[config.mk]
export PLATFORM = sky130hd
export DESIGN_NAME = multdiv_ctrl
export DESIGN_NICKNAME = d
export VERILOG_FILES = /design/src/rtl/multdiv_ctrl.sv
export SDC_FILE = /design/constraint.sdc
export NUM_CORES = 1
export LEC_CHECK = 0
export ABC_AREA = 1
export BUFFER_PORTS_ARGS = -buffer_cell sky130_fd_sc_hd__buf_2
export CAP_MARGIN = 10
export CORE_ASPECT_RATIO = 0.8
export CORE_UTILIZATION = 56
export CTS_CLUSTER_SIZE = 8
export DETAILED_ROUTE_END_ITERATION = 7
export PLACE_DENSITY_LB_ADDON = 0.08
export SKIP_CTS_REPAIR_TIMING = 1
export SYNTH_ARGS = -nofsm -noshare
export SYNTH_HDL_FRONTEND = slang
export SYNTH_SLANG_ARGS = --single-unit
export TNS_END_PERCENT = 5
[constraint.sdc]
create_clock -name clk -period 5.3 [get_ports clk]
set_input_delay 0.53 -clock clk [delete_from_list [all_inputs] [get_ports clk]]
set_output_delay 0.53 -clock clk [all_outputs]
set_load 0.005 [all_outputs]
[src/rtl/multdiv_ctrl.sv]
`default_nettype none
// ============================================================================
//  Module      : multdiv_ctrl
//  Description : HI/LO sequencer for the multicycle MIPS datapath. Runs
//                iterative signed MULT/DIV (one operand bit per cycle), owns
//                HI and LO, and schedules MFHI/MFLO write-back around any
//                in-flight operation, stalling the main FSM while it waits.
//  Revision    : 1.0 - initial release
// ============================================================================
module multdiv_ctrl #(
    parameter int         ITER   = 32,
    parameter logic [3:0] SEL_LO = 4'b0100,
    parameter logic [3:0] SEL_HI = 4'b0101
) (
    input  logic        clk,
    input  logic        reset,
    input  logic        start_mult,
    input  logic        start_div,
    input  logic [31:0] op_a,
    input  logic [31:0] op_b,
    input  logic        mf_req,
    input  logic        mf_sel,
    input  logic [4:0]  mf_rd,
    output logic        busy,
    output logic        stall,
    output logic        done,
    output logic        div_zero,
    output logic [31:0] hi,
    output logic [31:0] lo,
    output logic [3:0]  mem_to_reg,
    output logic        reg_write,
    output logic [4:0]  wb_rd
);

    localparam int               CNT_W       = (ITER > 1) ? $clog2(ITER) : 1;
    localparam logic [CNT_W-1:0] c_LAST_ITER = CNT_W'(ITER - 1);

    localparam logic [2:0] c_IDLE = 3'd0;
    localparam logic [2:0] c_MULT = 3'd1;
    localparam logic [2:0] c_DIV  = 3'd2;
    localparam logic [2:0] c_FIX  = 3'd3;
    localparam logic [2:0] c_WB   = 3'd4;

    logic [2:0]       r_state;
    logic [CNT_W-1:0] r_cnt;
    // Mult: {partial product, remaining multiplier bits}.
    // Div : {partial remainder, dividend bits shifting into quotient}.
    logic [63:0]      r_acc;
    // Multiplicand magnitude for mult, divisor magnitude for div.
    logic [31:0]      r_operand;
    logic             r_isDiv;
    logic             r_negRes;
    logic             r_negRem;
    logic             r_pend;
    logic             r_mvSel;
    logic [4:0]       r_mvRd;
    logic [31:0]      r_hi;
    logic [31:0]      r_lo;
    logic             r_done;
    logic             r_divZero;

    logic [31:0]      w_absA;
    logic [31:0]      w_absB;
    logic [32:0]      w_mulSum;
    logic [32:0]      w_divShift;
    logic             w_divGe;
    logic [31:0]      w_divDiff;
    logic [63:0]      w_prod;
    logic [31:0]      w_quo;
    logic [31:0]      w_rem;
    logic             w_busy;
    logic             w_wb;

    // Operand magnitudes, one iteration step of each unit, and sign fix-up
    always_comb begin
        w_absA     = op_a[31] ? (32'd0 - op_a) : op_a;
        w_absB     = op_b[31] ? (32'd0 - op_b) : op_b;
        w_mulSum   = {1'b0, r_acc[63:32]} + {1'b0, (r_acc[0] ? r_operand : 32'd0)};
        w_divShift = r_acc[63:31];
        w_divGe    = (w_divShift >= {1'b0, r_operand});
        // When the trial succeeds the true difference is below the divisor,
        // so the low 32 bits hold it exactly.
        w_divDiff  = w_divShift[31:0] - r_operand;
        w_prod     = r_negRes ? (64'd0 - r_acc) : r_acc;
        w_quo      = r_negRes ? (32'd0 - r_acc[31:0]) : r_acc[31:0];
        w_rem      = r_negRem ? (32'd0 - r_acc[63:32]) : r_acc[63:32];
    end

    // Control FSM, iterative datapath, HI/LO and pending-move bookkeeping
    always_ff @(posedge clk or posedge reset) begin
        if (reset) begin
            r_state   <= c_IDLE;
            r_cnt     <= '0;
            r_acc     <= '0;
            r_operand <= '0;
            r_isDiv   <= 1'b0;
            r_negRes  <= 1'b0;
            r_negRem  <= 1'b0;
            r_pend    <= 1'b0;
            r_mvSel   <= 1'b0;
            r_mvRd    <= '0;
            r_hi      <= '0;
            r_lo      <= '0;
            r_done    <= 1'b0;
            r_divZero <= 1'b0;
        end else begin
            r_done <= 1'b0;
            case (r_state)
                c_IDLE: begin
                    if (start_mult) begin
                        r_operand <= w_absA;
                        r_acc     <= {32'd0, w_absB};
                        r_negRes  <= op_a[31] ^ op_b[31];
                        r_isDiv   <= 1'b0;
                        r_cnt     <= '0;
                        r_divZero <= 1'b0;
                        r_state   <= c_MULT;
                        if (mf_req) begin
                            r_pend  <= 1'b1;
                            r_mvSel <= mf_sel;
                            r_mvRd  <= mf_rd;
                        end
                    end else if (start_div && op_b == 32'd0) begin
                        // Nothing to compute: flag it and leave HI/LO alone.
                        r_divZero <= 1'b1;
                        r_done    <= 1'b1;
                        if (mf_req) begin
                            r_mvSel <= mf_sel;
                            r_mvRd  <= mf_rd;
                            r_pend  <= 1'b0;
                            r_state <= c_WB;
                        end
                    end else if (start_div) begin
                        r_operand <= w_absB;
                        r_acc     <= {32'd0, w_absA};
                        r_negRes  <= op_a[31] ^ op_b[31];
                        r_negRem  <= op_a[31];
                        r_isDiv   <= 1'b1;
                        r_cnt     <= '0;
                        r_divZero <= 1'b0;
                        r_state   <= c_DIV;
                        if (mf_req) begin
                            r_pend  <= 1'b1;
                            r_mvSel <= mf_sel;
                            r_mvRd  <= mf_rd;
                        end
                    end else if (mf_req || r_pend) begin
                        if (mf_req) begin
                            r_mvSel <= mf_sel;
                            r_mvRd  <= mf_rd;
                        end
                        r_pend  <= 1'b0;
                        r_state <= c_WB;
                    end
                end
                c_MULT, c_DIV: begin
                    if (r_state == c_MULT) begin
                        r_acc <= {w_mulSum, r_acc[31:1]};
                    end else if (w_divGe) begin
                        r_acc <= {w_divDiff, r_acc[30:0], 1'b1};
                    end else begin
                        r_acc <= {w_divShift[31:0], r_acc[30:0], 1'b0};
                    end
                    r_cnt <= r_cnt + CNT_W'(1);
                    if (r_cnt == c_LAST_ITER) begin
                        r_state <= c_FIX;
                    end
                    if (mf_req) begin
                        r_pend  <= 1'b1;
                        r_mvSel <= mf_sel;
                        r_mvRd  <= mf_rd;
                    end
                end
                c_FIX: begin
                    if (r_isDiv) begin
                        r_lo <= w_quo;
                        r_hi <= w_rem;
                    end else begin
                        {r_hi, r_lo} <= w_prod;
                    end
                    r_done <= 1'b1;
                    if (mf_req) begin
                        r_mvSel <= mf_sel;
                        r_mvRd  <= mf_rd;
                    end
                    if (mf_req || r_pend) begin
                        r_pend  <= 1'b0;
                        r_state <= c_WB;
                    end else begin
                        r_state <= c_IDLE;
                    end
                end
                c_WB: begin
                    // A request arriving during write-back is kept for IDLE.
                    if (mf_req) begin
                        r_pend  <= 1'b1;
                        r_mvSel <= mf_sel;
                        r_mvRd  <= mf_rd;
                    end
                    r_state <= c_IDLE;
                end
                default: r_state <= c_IDLE;
            endcase
        end
    end

    assign w_busy     = (r_state == c_MULT) || (r_state == c_DIV) || (r_state == c_FIX);
    assign w_wb       = (r_state == c_WB);
    assign busy       = w_busy;
    assign stall      = r_pend || (mf_req && w_busy);
    assign done       = r_done;
    assign div_zero   = r_divZero;
    assign hi         = r_hi;
    assign lo         = r_lo;
    assign reg_write  = w_wb;
    assign mem_to_reg = w_wb ? (r_mvSel ? SEL_HI : SEL_LO) : 4'b0000;
    assign wb_rd      = w_wb ? r_mvRd : 5'd0;

endmodule
`default_nettype wire

; ---- After elaboration in Yosys (flattened, before gate mapping)
; Index checks and enable logic that the tools add are counted.
[op_classes]
n_addsub = 8
n_mul = 0
n_div = 0
n_lt_le_gt_ge = 1
eq_ne = 11
shift = 0
muxes = 63
bitwise = 3
n_reduce_logical = 23
[ops]
columns = cell, count
row1 = 64-bit two-way mux, 6
row2 = 32-bit two-way mux, 10
row3 = 64-bit case mux with 2 select lines, 1
row4 = 1-bit by 32-bit subtractor with 32-bit output (first input constant), 4
row5 = 1-bit by 64-bit subtractor with 64-bit output (first input constant), 1
row6 = 5-bit two-way mux, 9
row7 = 32-bit by 32-bit adder with 33-bit output, 1
row8 = 33-bit by 32-bit greater-or-equal comparator with 1-bit output, 1
row9 = 32-bit logical NOT, 1
row10 = 32-bit subtractor, 1
row11 = 3-bit two-way mux, 8
row12 = 1-bit two-way mux, 23
row13 = 5-bit case mux with 2 select lines, 2
row14 = 3-bit case mux with 3 select lines, 1
row15 = 3-bit AND reduction, 3
row16 = 3-bit by 2-bit == test with 1-bit output (second input constant), 2
row17 = 3-bit inequality test (second input constant), 2
row18 = 2-bit AND reduction, 3
row19 = 2-bit nonzero test, 3
row20 = 3-bit nonzero test, 2
row21 = 5-bit by 1-bit adder with 5-bit output (second input constant), 1
row22 = 5-bit == test (second input constant), 1
row23 = 5-bit inequality test (second input constant), 1
row24 = 1-bit logical OR, 4
row25 = 14 further kinds, 18
[word_totals]
ff_bits = 180
latchBits = 0
mem_bits_rw = 0
romBits = 0
in_bits = 75
output_inout_bits = 78
word_cells = 123
n_memories = 0

; ---- Depth between registers and ports, before layout
[depth]
depth_word = 6
depth_mapped = 20
depth_no_buf = 19

; ---- Worst setup path after synthesis
; No wires, ideal clock.
[synth_path]
kind = register to register
from = register r_acc[0]
to = register r_acc[59]
setup_time_ns = 0.117
arrival_ns = 2.290
t_required_ns = 5.183
slack_ns = 2.893
stages_incl_launch_ff = 20
n_path_buf = 2
period_less_slack_ns = 2.407
path_cell_list = dfrtp_1 -> buf_6 -> clkbuf_1 -> nand2_1 -> inv_1 -> ha_1 -> inv_1 -> fa_1 -> inv_1 -> nand3_1 -> nand3_1 -> nand2_1 -> nand2_1 -> nand2_1 -> nand2_1 -> nand2_1 -> nand3_1 -> nand3_1 -> nand3_1 -> nand2_1
[synth_between]
elab_chain_cells = 4
[synth_lines]
columns = element, line
row1 = from (decl), 48  ; logic [63:0] r_acc;
row2 = from (signal assigned), 112  ; r_acc <= {32'd0, w_absB};
row3 = from (signal assigned), 135  ; r_acc <= {32'd0, w_absA};
row4 = from (signal assigned), 158  ; r_acc <= {w_mulSum, r_acc[31:1]};
row5 = 32-bit two-way mux, 78  ; w_mulSum = {1'b0, r_acc[63:32]} + {1'b0, (r_acc[0] ? r_operand : 32'd0)};
row6 = 32-bit by 32-bit adder with 33-bit output, 78
row7 = 64-bit two-way mux, 157  ; if (r_state == c_MULT) begin
row8 = 64-bit case mux with 2 select lines, 108  ; case (r_state)
; No other way between the ends.
; A chain may end at the register's enable or synchronous reset.

; ---- Final worst setup path
; Ends and elaborated chain as after synthesis.

==> flow_summary.json <==
{
  "final.min_clock_period_ps": 3430,
  "yosysSeqAreaShare_pct": 24.3,
  "drv_slew": 0,
  "crit_buf_inv": 3,
  "drcViolationCount": 0,
  "first_global_vias": 18800,
  "synth_area_um2": 18600,
  "ir_drop_v": 0.000700,
  "vias_per_cell": 5.86,
  "fp.dieH_um": 165,
  "drt_pre_antenna_iters": 6,
  "slew-limit-headroom_pct": 16.3,
  "areaGrowthSynthToFinish_pct": 8.09,
  "fin_area_um2": 20100,
  "fmax_ghz": 0.291,
  "fin_crit_sh_pct": 64.8,
  "grt_max_degree": 181,
  "synth_top_area_share_pct": 24.3,
  "critPathKind": "reg -> reg",
  "fin_nets": 3396,
  "yosysUniqueCellTypes": 52,
  "status": "finished, final reports clean",
  "synth_top_cell_by_area": "dfrtp_1",
  "hold_violations": 0,
  "cp_top_family": "simple AND/OR/NAND/NOR gates",
  "rrSetupSlack_ps": 1870,
  "holdCritPathClass": "in -> reg",
  "wl_per_cell_um": 19.1,
  "worstPathRequired_ps": 5650,
  "wirelength_um": 70500,
  "ys.warnings.count": 0,
  "io_buffers": 150,
  "clkLatencyLatePin_ps": 470,
  "syn_avg_cell_area_um2": 5.87,
  "vias": 21600,
  "synthTopCellsByArea": "dfrtp_1 (24%), nand2_1 (21%), nand3_1 (9.7%), inv_1 (9.0%), nor2_1 (6.9%)",
  "finalSetupViolations": 0,
  "post-route-util_pct": 61.7,
  "antennaDiodeCount": 0,
  "coreArea_um2": 32600,
  "regToRegEndpoint": "r_acc[59]",
  "max_stage_delay_ps": 1180,
  "grt_use_total_pct": 41.2,
  "top_level_ports": 153,
  "htreeDepth": 4,
  "ys_ff_latch": 180,
  "synthCells": 3163,
  "root_buffer": "clkbuf_16",
  "clk_path_buf_depth": 2,
  "drtIter0Drc": 2741,
  "routabilityCongestion": 1.05,
  "placed_area_um2": 19500,
  "postRouteAntennaNets": 0,
  "initial_core_util_pct": 57.1,
  "cpMaxStageDelayCell": "dfrtp_1",
  "worstHoldStart": "mf_rd[4]",
  "clock-sinks": 180,
  "path_cells": "nand2_1 > inv_1 > ha_1 > inv_1 > fa_1 > inv_1 > nand3_1 > nand3_1 > nand2_1 > nand2_1 > nand2_1 > nand2_1 > nand2_1 > nand3_1 > nand3_1 > nand3_1 > nand2_1",
  "setup.worst_path.start_class": "flip-flop",
  "p_leak_uw": 0.0109,
  "n_fill_cell": 3205,
  "hold_depth": 3,
  "skew_ps": 13.8,
  "die_x_um": 206,
  "r2r_cells": 17,
  "total_power_uw": 14500,
  "gr-total-overflow": 0,
  "cts-buffers-inserted": 17,
  "drive_gt1_share_pct": 8.46,
  "cts_tree": "yes",
  "crit_fanout": 34,
  "hpwlAfterDp_um": 56100,
  "grt_pass1_wl_um": 106000,
  "rsz0062_at_grt": "false",
  "antenna_found_initial": 2,
  "r2r-start": "r_acc[0]",
  "min_to": "r_mvRd[4]",
  "arrival_ps": 3780,
  "powerDensity_nw_per_um2": 721,
  "drv_cap": 0,
  "worstMarginPinSlew_ps": 1260,
  "clkSlewWorstSetupHoldPaths_ps": 80,
  "crit_path_frequent_cell": "nand2_1",
  "die_area_um2": 33900,
  "worstSetupEndpointType": "flip-flop",
  "rows": 59,
  "tns_ps": 0
}
flip-flops by register name, indices dropped and copies added (netlist names):
signal / flops
r_acc: 64
hi: 32
lo: 32
r_operand: 32
r_cnt: 5
r_mvRd: 5
r_state: 3
div_zero: 1
done: 1
r_isDiv: 1
r_mvSel: 1
r_negRem: 1
r_negRes: 1
r_pend: 1
routing by layer:
metal | GRT usage (%) | up-vias | share of wire [%]
met5 | 0 | - | 0.033
met4 | 13.3 | 4 | 3.1
met3 | 10.8 | 160 | 14
met2 | 60.9 | 1314 | 42
met1 | 58.0 | 9863 | 42
li1 | - | 10300 | -
how the worst max path moves through the flow:
stage,start,endpoint,slack [ps],depth (start not counted)
floorplan,reset,div_zero,2460,1
global placement,r_acc[0],r_acc[59],2100,17
detailed placement,r_acc[0],r_acc[63],1980,18
CTS,r_acc[0],r_acc[63],1950,18
global route,r_acc[0],r_acc[63],1640,18
finish,r_acc[0],r_acc[59],1870,17
cell families after synthesis:
family	count (synthesis)	synth area share [%]
AO/OA/AOI/OAI	382	11.4
XOR/XNOR	75	3.54
AND/OR/NAND/NOR	1898	43.8
flip-flops	180	24.3
buffers and inverters	555	12.1
adder cells (fa/ha/maj)	72	4.93
other	1	0.0202
final cells by class:
| class | count | area, um2 | area share [%] |
|---|---|---|---|
| inverter | 457 | 1720 | 8.58 |
| tap | 427 | 534 | 2.66 |
| timing repair buffer | 164 | 881 | 4.39 |
| sequential | 180 | 4500 | 22.4 |
| clock inverter | 14 | 161 | 0.804 |
| clock buffer | 17 | 425 | 2.12 |
| multi-input combinational | 2429 | 11800 | 59.0 |
where the power goes:
| group | switching, uW | internal (uW) | leakage (uW) |
|---|---|---|---|
| registers | 967 | 2050 | 0.00222 |
| logic | 6930 | 3200 | 0.00839 |
| clock network | 690 | 634 | 0.000283 |
layout by cell type, fill, tap and decap left out, types with 16 or more instances in the layout:
cell,synthesis,layout
clkbuf_16,0,17
nand3_1,360,360
nand4_1,54,54
nor2_2,17,16
nor2_1,342,342
xor2_1,60,60
nand2_1,1020,1019
inv_1,443,442
o211ai_1,23,23
nand3b_1,16,16
o21ai_0,179,179
o21ai_1,34,34
a21oi_1,91,91
nor3_1,31,31
ha_1,70,70
dfrtp_1,180,180
buf_2,20,150
per-stage QoR:
stage	hold WS, ps	cells	setup slack (ps)
global placement	457	3656	2100
finish	263	3688	1870
floorplan	473	3164	2460
CTS	254	3687	1950
global route	282	3688	1640
detailed placement	460	3656	1980
Yosys cell counts, drive strengths merged:
library cell and n:
a41oi 1, o21a 1, nand3b 16, o211ai 27
a21boi 11, conb 1, inv 453, xnor2 15
clkbuf 53, nor2 371, a21oi 93, fa 2
xor2 60, nand4 55, and3 2, nor4 7
nor3 35, clkinv 4, a31oi 7, nand3 366
o21bai 15, a31o 1, o21ai 213, o31ai 1
dfrtp 180, a22o 2, or2 10, a22oi 5
and2 4, ha 70, a21o 3, buf 45
o22ai 2, nand2 1032
worst min-delay path, delay by kind of cell:
kind	cells	cell delay, ps
AOI/OAI and AO/OA	1	50
buffers and inverters	1	80
and+or+nand+nor	1	40
No activity file was read; power rests on OpenSTA's default activity.
